$ cat config.mk
export PLATFORM = sky130hd
export DESIGN_NAME = video_timing_gen
export DESIGN_NICKNAME = d
export VERILOG_FILES = /design/src/rtl/video_timing_pkg.sv /design/src/rtl/ce_divider.sv /design/src/rtl/video_timing_gen.sv
export SDC_FILE = /design/constraint.sdc
export NUM_CORES = 1
export LEC_CHECK = 0
export CAP_MARGIN = 20
export CORE_MARGIN = 5
export CORE_UTILIZATION = 40
export DETAILED_ROUTE_END_ITERATION = 12
export PLACE_DENSITY = 0.64
export RECOVER_POWER = 50
export SLEW_MARGIN = 20
export SYNTH_ARGS = -nofsm -noshare
export SYNTH_HDL_FRONTEND = slang
export SYNTH_SLANG_ARGS = --single-unit
$ cat constraint.sdc
create_clock -name clk -period 3.1 [get_ports clk]
set_input_delay 0.465 -clock clk [delete_from_list [all_inputs] [get_ports clk]]
set_output_delay 0.465 -clock clk [all_outputs]
set_load 0.005 [all_outputs]
$ cat src/rtl/video_timing_pkg.sv
// rtl/video_timing_pkg.sv - shared timing defaults and noise LFSR constants
package video_timing_pkg;

  localparam int DEF_CE_DIV       = 8;
  localparam int DEF_H_ACTIVE     = 256;
  localparam int DEF_H_FP         = 16;
  localparam int DEF_H_SYNC       = 32;
  localparam int DEF_H_TOTAL      = 384;
  localparam int DEF_V_ACTIVE     = 192;
  localparam int DEF_V_SYNC       = 3;
  localparam int DEF_V_FP_NTSC    = 24;
  localparam int DEF_V_TOTAL_NTSC = 262;
  localparam int DEF_V_FP_PAL     = 48;
  localparam int DEF_V_TOTAL_PAL  = 312;
  localparam int DEF_PIX_W        = 8;

  // Fibonacci LFSR, taps 16,14,13,11 counted from the output end (bits 0,2,3,5)
  localparam logic [15:0] LFSR_SEED = 16'hACE1;
  localparam logic [15:0] LFSR_TAPS = 16'h002D;

  function automatic logic [15:0] lfsr_step(input logic [15:0] l);
    return {^(l & LFSR_TAPS), l[15:1]};
  endfunction

endpackage

$ cat src/rtl/ce_divider.sv
// rtl/ce_divider.sv - pixel clock-enable divider, full or half rate selectable at runtime
module ce_divider #(
  parameter int CE_DIV = 8
) (
  input  logic clk,
  input  logic reset,
  input  logic i_half,
  output logic o_wrap,
  output logic o_ce
);

  localparam int CW = $clog2(CE_DIV);
  localparam logic [CW-1:0] FULL_LAST = CW'(CE_DIV - 1);
  localparam logic [CW-1:0] HALF_LAST = CW'(CE_DIV / 2 - 1);

  logic [CW-1:0] r_cnt;
  logic          r_ce;
  logic [CW-1:0] w_last;

  // >= rather than == so a rate switch can never strand the counter past its new limit
  always_comb begin
    w_last = i_half ? HALF_LAST : FULL_LAST;
    o_wrap = (r_cnt >= w_last);
  end

  // free-running divider; the enable is registered from the wrap condition
  always_ff @(posedge clk) begin
    if (reset) begin
      r_cnt <= '0;
      r_ce  <= 1'b0;
    end else begin
      r_ce  <= o_wrap;
      r_cnt <= o_wrap ? '0 : r_cnt + CW'(1);
    end
  end

  assign o_ce = r_ce;

endmodule

$ cat src/rtl/video_timing_gen.sv
// rtl/video_timing_gen.sv - raster timing generator, NTSC/PAL, 15/31 kHz (option: VIDEO_TIMING_GEN_NOISE_EN)
module video_timing_gen
  import video_timing_pkg::*;
#(
  parameter int CE_DIV       = DEF_CE_DIV,
  parameter int H_ACTIVE     = DEF_H_ACTIVE,
  parameter int H_FP         = DEF_H_FP,
  parameter int H_SYNC       = DEF_H_SYNC,
  parameter int H_TOTAL      = DEF_H_TOTAL,
  parameter int V_ACTIVE     = DEF_V_ACTIVE,
  parameter int V_SYNC       = DEF_V_SYNC,
  parameter int V_FP_NTSC    = DEF_V_FP_NTSC,
  parameter int V_TOTAL_NTSC = DEF_V_TOTAL_NTSC,
  parameter int V_FP_PAL     = DEF_V_FP_PAL,
  parameter int V_TOTAL_PAL  = DEF_V_TOTAL_PAL,
  parameter int PIX_W        = DEF_PIX_W
) (
  input  logic             clk,
  input  logic             reset,
  input  logic             pal,
  input  logic             scandouble,
  output logic             ce_pix,
  output logic [8:0]       hcount,
  output logic [9:0]       vcount,
  output logic             HBlank,
  output logic             HSync,
  output logic             VBlank,
  output logic             VSync,
  output logic             frame_start,
  output logic [PIX_W-1:0] video
);

  localparam logic [9:0] H_ACT    = 10'(H_ACTIVE);
  localparam logic [9:0] HS_ON    = 10'(H_ACTIVE + H_FP);
  localparam logic [9:0] HS_OFF   = 10'(H_ACTIVE + H_FP + H_SYNC);
  localparam logic [9:0] H_LAST   = 10'(H_TOTAL - 1);
  localparam logic [9:0] VA_BASE  = 10'(V_ACTIVE);
  localparam logic [9:0] VS_BASE  = 10'(V_SYNC);
  localparam logic [9:0] VT_NTSC  = 10'(V_TOTAL_NTSC);
  localparam logic [9:0] VT_PAL   = 10'(V_TOTAL_PAL);
  localparam logic [9:0] VFP_NTSC = 10'(V_FP_NTSC);
  localparam logic [9:0] VFP_PAL  = 10'(V_FP_PAL);

  logic             r_pal;
  logic             r_sd;
  logic [8:0]       r_h;
  logic [9:0]       r_v;
  logic             r_hblank;
  logic             r_hsync;
  logic             r_vblank;
  logic             r_vsync;
  logic             r_fs;
  logic [PIX_W-1:0] r_video;

  logic       w_ce;
  logic       w_div_wrap;
  logic [9:0] w_vt_base;
  logic [9:0] w_vfp_base;
  logic [9:0] w_vt;
  logic [9:0] w_va;
  logic [9:0] w_vfp;
  logic [9:0] w_vs;
  logic [9:0] w_vs_on;
  logic [9:0] w_vs_off;
  logic [9:0] w_h10;
  logic [9:0] w_h_next;
  logic [9:0] w_v_next;
  logic       w_h_last;
  logic       w_v_last;
  logic       w_frame_end;
  logic       w_active_next;

  // the divider follows the latched mode, so a rate change lands exactly at a frame edge
  ce_divider #(
    .CE_DIV (CE_DIV)
  ) u_ce_divider (
    .clk    (clk),
    .reset  (reset),
    .i_half (r_sd),
    .o_wrap (w_div_wrap),
    .o_ce   (w_ce)
  );

  // vertical geometry of the frame in progress; 31 kHz doubles every line figure
  always_comb begin
    w_vt_base  = r_pal ? VT_PAL : VT_NTSC;
    w_vfp_base = r_pal ? VFP_PAL : VFP_NTSC;
    if (r_sd) begin
      w_vt  = w_vt_base << 1;
      w_va  = VA_BASE << 1;
      w_vfp = w_vfp_base << 1;
      w_vs  = VS_BASE << 1;
    end else begin
      w_vt  = w_vt_base;
      w_va  = VA_BASE;
      w_vfp = w_vfp_base;
      w_vs  = VS_BASE;
    end
    w_vs_on  = w_va + w_vfp;
    w_vs_off = w_vs_on + w_vs;
  end

  // raster position the counters move to on the next pixel enable
  always_comb begin
    w_h10    = {1'b0, r_h};
    w_h_last = (w_h10 == H_LAST);
    w_v_last = (r_v == w_vt - 10'd1);
    w_h_next = w_h_last ? 10'd0 : w_h10 + 10'd1;
    w_v_next = r_v;
    if (w_h_last) begin
      w_v_next = w_v_last ? 10'd0 : r_v + 10'd1;
    end
    w_frame_end   = w_ce && w_h_last && w_v_last;
    w_active_next = (w_h_next < H_ACT) && (w_v_next < w_va);
  end

  // mode inputs are only taken at the last pixel of a frame so a frame never changes shape
  always_ff @(posedge clk) begin
    if (reset) begin
      r_pal <= pal;
      r_sd  <= scandouble;
    end else if (w_frame_end) begin
      r_pal <= pal;
      r_sd  <= scandouble;
    end
  end

  // pixel and line counters
  always_ff @(posedge clk) begin
    if (reset) begin
      r_h <= '0;
      r_v <= '0;
    end else if (w_ce) begin
      r_h <= w_h_next[8:0];
      r_v <= w_v_next;
    end
  end

  // blank/sync flags decoded from the next position so they move with the counters
  always_ff @(posedge clk) begin
    if (reset) begin
      r_hblank <= 1'b0;
      r_hsync  <= 1'b0;
      r_vblank <= 1'b0;
      r_vsync  <= 1'b0;
    end else if (w_ce) begin
      r_hblank <= (w_h_next >= H_ACT);
      r_hsync  <= (w_h_next >= HS_ON) && (w_h_next < HS_OFF);
      r_vblank <= (w_v_next >= w_va);
      r_vsync  <= (w_v_next >= w_vs_on) && (w_v_next < w_vs_off);
    end
  end

  // frame_start rides along with the enable of pixel 0,0
  always_ff @(posedge clk) begin
    if (reset) begin
      r_fs <= 1'b0;
    end else begin
      r_fs <= w_div_wrap && (r_h == 9'd0) && (r_v == 10'd0);
    end
  end

`ifdef VIDEO_TIMING_GEN_NOISE_EN
  logic [15:0] r_lfsr;

  // noise pattern: one LFSR step per displayed pixel, seed shown on the first one
  always_ff @(posedge clk) begin
    if (reset) begin
      r_lfsr  <= LFSR_SEED;
      r_video <= '0;
    end else if (w_ce) begin
      if (w_active_next) begin
        r_video <= r_lfsr[PIX_W-1:0];
        r_lfsr  <= lfsr_step(r_lfsr);
      end else begin
        r_video <= '0;
      end
    end
  end
`else
  // ramp pattern: pixel value is the horizontal position
  always_ff @(posedge clk) begin
    if (reset) begin
      r_video <= '0;
    end else if (w_ce) begin
      r_video <= w_active_next ? PIX_W'(w_h_next) : '0;
    end
  end
`endif

  assign ce_pix      = w_ce;
  assign hcount      = r_h;
  assign vcount      = r_v;
  assign HBlank      = r_hblank;
  assign HSync       = r_hsync;
  assign VBlank      = r_vblank;
  assign VSync       = r_vsync;
  assign frame_start = r_fs;
  assign video       = r_video;

endmodule
==> metrics.sh, run 1 <==
FLOORPLAN.INITIALDENSITY=0.417
GRT-OVFL-TOTAL=0
CRITICAL_PATH.STARTPOINT='r_sd'
RSZ_0062_RAISED_AFTER_GLOBAL_ROUTING='yes'
GRT.TOTAL_USAGE=0.182
POST-ROUTE-DRC-COUNT=0
FINAL-SETUP-VIOL-COUNT=0
YS_FF_LATCH=38
CORE_AREA_UM2=6420
FINAL_CELL_COUNT_NO_FILL=485
SYNTH_XOR_AREA_FRAC=0.0752
ROWS=29
CRIT-REG2REG-LAUNCH='r_sd'
CLKSLEWWORSTSETUPHOLDPATHS_NS=0.08
SYNTH_ENABLE_FLOP_CELLS=2
CTS_INSERTED_BUFFERS=5
SYN-INSTANCE-COUNT=339
GP_ROUTABILITY_CONGESTION=0.900
SYNTH-COMPOUND-AREA-SHARE=0.156
VIASPERCELL=5.58
CRITICAL_PATH.STARTPOINT_TYPE='register'
FINAL.MIN_CLOCK_PERIOD_NS=3.00
PLACED_CELLS=466
TIMING.FMAX_MHz=334
FINAL.SETUP_SKEW_NS=0.00712
SYNTH.AREA.MUX_SHARE=0.0187
WORST_SETUP_PATH_CLASS='register to register'
PLACEMENT.IO_BUFFERS=36
SETUP_WS_NS=0.102
WORST_IR_DROP_VDD_mV=0.209
CLOCK-ROOT-BUFFER='sky130_fd_sc_hd__clkbuf_8'
NNETSFINAL=433
NETLIST_AREA_PRE_PLACE_UM2=2680
PLACEMENT.SETUP.WORST_SLACK_NS=-0.0660
CLOCK_TREE.HTREE_LEVEL_COUNT=2
SYNTH_ADDER_AREA_SHARE=0.103
DRV_CAP=0
ANTENNA_FOUND_INITIAL=0
AREA.GROWTH.SYNTH_TO_FINAL_PCT=37.4
WORSTPATHARRIVAL_NS=3.17
MET3_LENGTH_UM=546
SEQUENTIAL_SHARE_OF_THE_SYNTHESIZED_AREA=0.291
WORST-ENDPOINT-REQUIRED_NS=3.27
DETAIL_ROUTE.WL_PER_CELL_UM=16.3
DESIGN.DIE.AREA_UM2=8430
SYN_AVG_CELL_AREA_UM2=7.90
YOSYS.AREA_SHARE.SIMPLE=0.292
M1WIRELENGTH_UM=3640
TOTAL_POWER_mW=1.12
SYNTH_ASYNC_SR_FLOP_SHARE=0
GRT_MAX_DEGREE=31
ROUTE.MET2.WL_UM=3600
CTS.PATH.MAX_BUFFERS=2
TIGHTESTPINTRANSITION_NS=0.615
FINALHOLDVIOLCOUNT=0
NETLIST-CELL-TYPE-COUNT=57
DP_HPWL_UM=5720
GRT_PASS1_VIAS=2464
CRITICAL_PATH_PEAK_FANOUT=5
HIGHEST_LAYER='met4'
DIE_X_UM=91.8
CLOCK_INSERTION_DELAY_WORST_SKEW_NS=0.29
WORST_HOLD_PATH_TYPE='register to register'
DRIVE_GT1_FRAC=0.218
IO_PINS=37
FINALCRITPERIODSHARE=0.967
TRITONCTS_CLOCK_TREE='built'
TIMING.SLEW.HEADROOM=0.589
SYN_NETS=365
COMBINATIONAL_FAMILY_WITH_THE_MOST_AREA_AFTER_SYNTHESIS='simple AND/OR/NAND/NOR gates'
TOTAL_LEAKAGE_POWER_nW=1.48
DRT-PASS1-ITER-COUNT=5
CTS_SINKS=38
ANT_NETS=0
ROUTE.FINAL.WIRE_LENGTH_UM=7880
YS_DOMINANT_REG_CELL='sky130_fd_sc_hd__dfxtp_1'
CATEGORY_OF_THE_WORST_SETUP_PATH_CAPTURE_POINT='register'
NUM_VIAS=2706
FINAL_MAX_SLEW_VIOLS=0
WARNINGS_FROM_YOSYS=0
MIN_FROM='video[2]'
GRT_FIRST_PASS_WIRELENGTH_UM=12400
DIE_HEIGHT_UM=91.8
DETAIL_ROUTE.ITER0.VIOLATIONS=190
POWERDENSITY_nW_PER_UM2=305
OUTCOME='completed'
DIODES=0
[kinds of logic after synthesis]
kind of cell | after synthesis
AND/OR/NAND/NOR | 146
AO/OA/AOI/OAI | 67
buffers and inverters | 37
adder cells (fa/ha/maj) | 22
XOR/XNOR | 23
multiplexers | 5
flip-flops | 38
other | 1
[final cells by class]
class,count,area (µm²)
clock buffer,7,76.3
clock inverter,1,30.0
fill,564,2740
inverter,14,52.6
multi-input combinational,264,1930
sequential,38,781
tap,77,96.3
timing repair buffer,84,717
[path summary, 6_finish.rpt]
| check | endpoint | slack [ns] | depth (start not counted) |
|---|---|---|---|
| setup / recovery | VBlank | 0.10 | 13 |
| hold / removal | video[2] | 0.45 | 2 |
| setup reg to reg | VBlank | 0.10 | 13 |
| hold reg to reg | video[2] | 0.45 | 2 |
[Yosys cell counts (5+ instances only)]
cell | count | area share
sky130_fd_sc_hd__a21o_1 | 5 | 0.014
sky130_fd_sc_hd__a21oi_1 | 26 | 0.049
sky130_fd_sc_hd__buf_2 | 5 | 0.0093
sky130_fd_sc_hd__buf_4 | 5 | 0.014
sky130_fd_sc_hd__clkbuf_1 | 11 | 0.015
sky130_fd_sc_hd__dfxtp_1 | 36 | 0.27
sky130_fd_sc_hd__ha_1 | 22 | 0.10
sky130_fd_sc_hd__inv_1 | 13 | 0.018
sky130_fd_sc_hd__mux2i_1 | 5 | 0.019
sky130_fd_sc_hd__nand2_1 | 35 | 0.049
sky130_fd_sc_hd__nand2b_1 | 5 | 0.012
sky130_fd_sc_hd__nand3_1 | 19 | 0.035
sky130_fd_sc_hd__nand4_1 | 11 | 0.026
sky130_fd_sc_hd__nor2_1 | 29 | 0.041
sky130_fd_sc_hd__nor3_1 | 5 | 0.0093
sky130_fd_sc_hd__nor4_1 | 8 | 0.019
sky130_fd_sc_hd__o21ai_0 | 15 | 0.028
sky130_fd_sc_hd__or4_1 | 5 | 0.014
sky130_fd_sc_hd__xnor2_1 | 15 | 0.049
sky130_fd_sc_hd__xor2_1 | 8 | 0.026
[timing repair]
item | 4_1_cts | 5_1_grt
buffers inserted | 7 | 4
endpoints found under the setup margin | 5 | 10
hold buffers | 0 | 0
gates resized for setup | 8 | 22
pin swaps | 10 | 13
[critical path, cell delays in order (launching register included)]
cell and delay (ns):
sky130_fd_sc_hd__edfxtp_1 0.48, sky130_fd_sc_hd__inv_2 0.12, sky130_fd_sc_hd__ha_4 0.22, sky130_fd_sc_hd__xnor2_4 0.13
sky130_fd_sc_hd__mux2i_2 0.18, sky130_fd_sc_hd__a32oi_2 0.24, sky130_fd_sc_hd__and3_4 0.24, sky130_fd_sc_hd__nor2_4 0.04
sky130_fd_sc_hd__ha_4 0.25, sky130_fd_sc_hd__nor2b_4 0.12, sky130_fd_sc_hd__a2111o_1 0.42, sky130_fd_sc_hd__buf_4 0.17
sky130_fd_sc_hd__a32oi_1 0.17, sky130_fd_sc_hd__o31ai_1 0.09
[state kept, by name, indices dropped and copies added (netlist names)]
register / flops
r_sd: 1
VBlank: 1
hcount: 9
u_ce_divider.r_cnt: 3
frame_start: 1
r_pal: 1
u_ce_divider.o_ce: 1
VSync: 1
video: 8
vcount: 10
HSync: 1
HBlank: 1
[metrics by stage]
step                utilization  hold slack (ns)  cell area (µm²)  setup TNS, ns
finish                    0.573            0.447             3680              0
global placement          0.519            0.437             3330              0
global route              0.573            0.488             3680        -0.0995
CTS                       0.551            0.460             3540       -0.00848
detailed placement        0.519            0.441             3330        -0.0981
floorplan                     -            0.428             2710              0
[metal layers]
metal / track usage / vias to the layer above
met2: 0.292 / 98
met5: 0 / -
met4: 0.0458 / 0
met1: 0.254 / 1263
met3: 0.0311 / 9
li1: - / 1336
[where the power goes]
group | leakage [nW] | internal (mW) | switching [mW] | total (mW)
Clock | 0.0524 | 0.241 | 0.175 | 0.416
Sequential | 0.310 | 0.509 | 0.0137 | 0.522
Combinational | 1.11 | 0.0886 | 0.0949 | 0.183
Total | 1.48 | 0.838 | 0.284 | 1.12
[cells in the final DEF (no fill, tap or decap), drive strengths merged, types with 2 or more instances in the layout]
cell type and n:
or2 3, nand3b 2, dlygate4sd3 12, mux2i 5, a21boi 2, ha 22, or4 5, a21oi 26
xnor2 15, nor4 8, buf 47, nor3 5, clkbuf 8, nor2 29, a22o 2, dfxtp 36
a32oi 3, nand4b 4, or3 4, edfxtp 2, nand2 35, nand2b 5, nor3b 2, o21ai 15
nand4 12, and2 3, o31ai 4, a21o 5, and3 3, inv 13, xor2 8, nor2b 4
nand3 19, clkdlybuf4s50 24
Power figures use the tool's default switching activity.
==> inputs of run 2 (changes only) <==
CTS_CLUSTER_SIZE = 28   (was not set)
HOLD_SLACK_MARGIN = 0.15   (was not set)
==> results of run 2 <==
No change in the layout: final DEF, timing and power equal those of run 1.
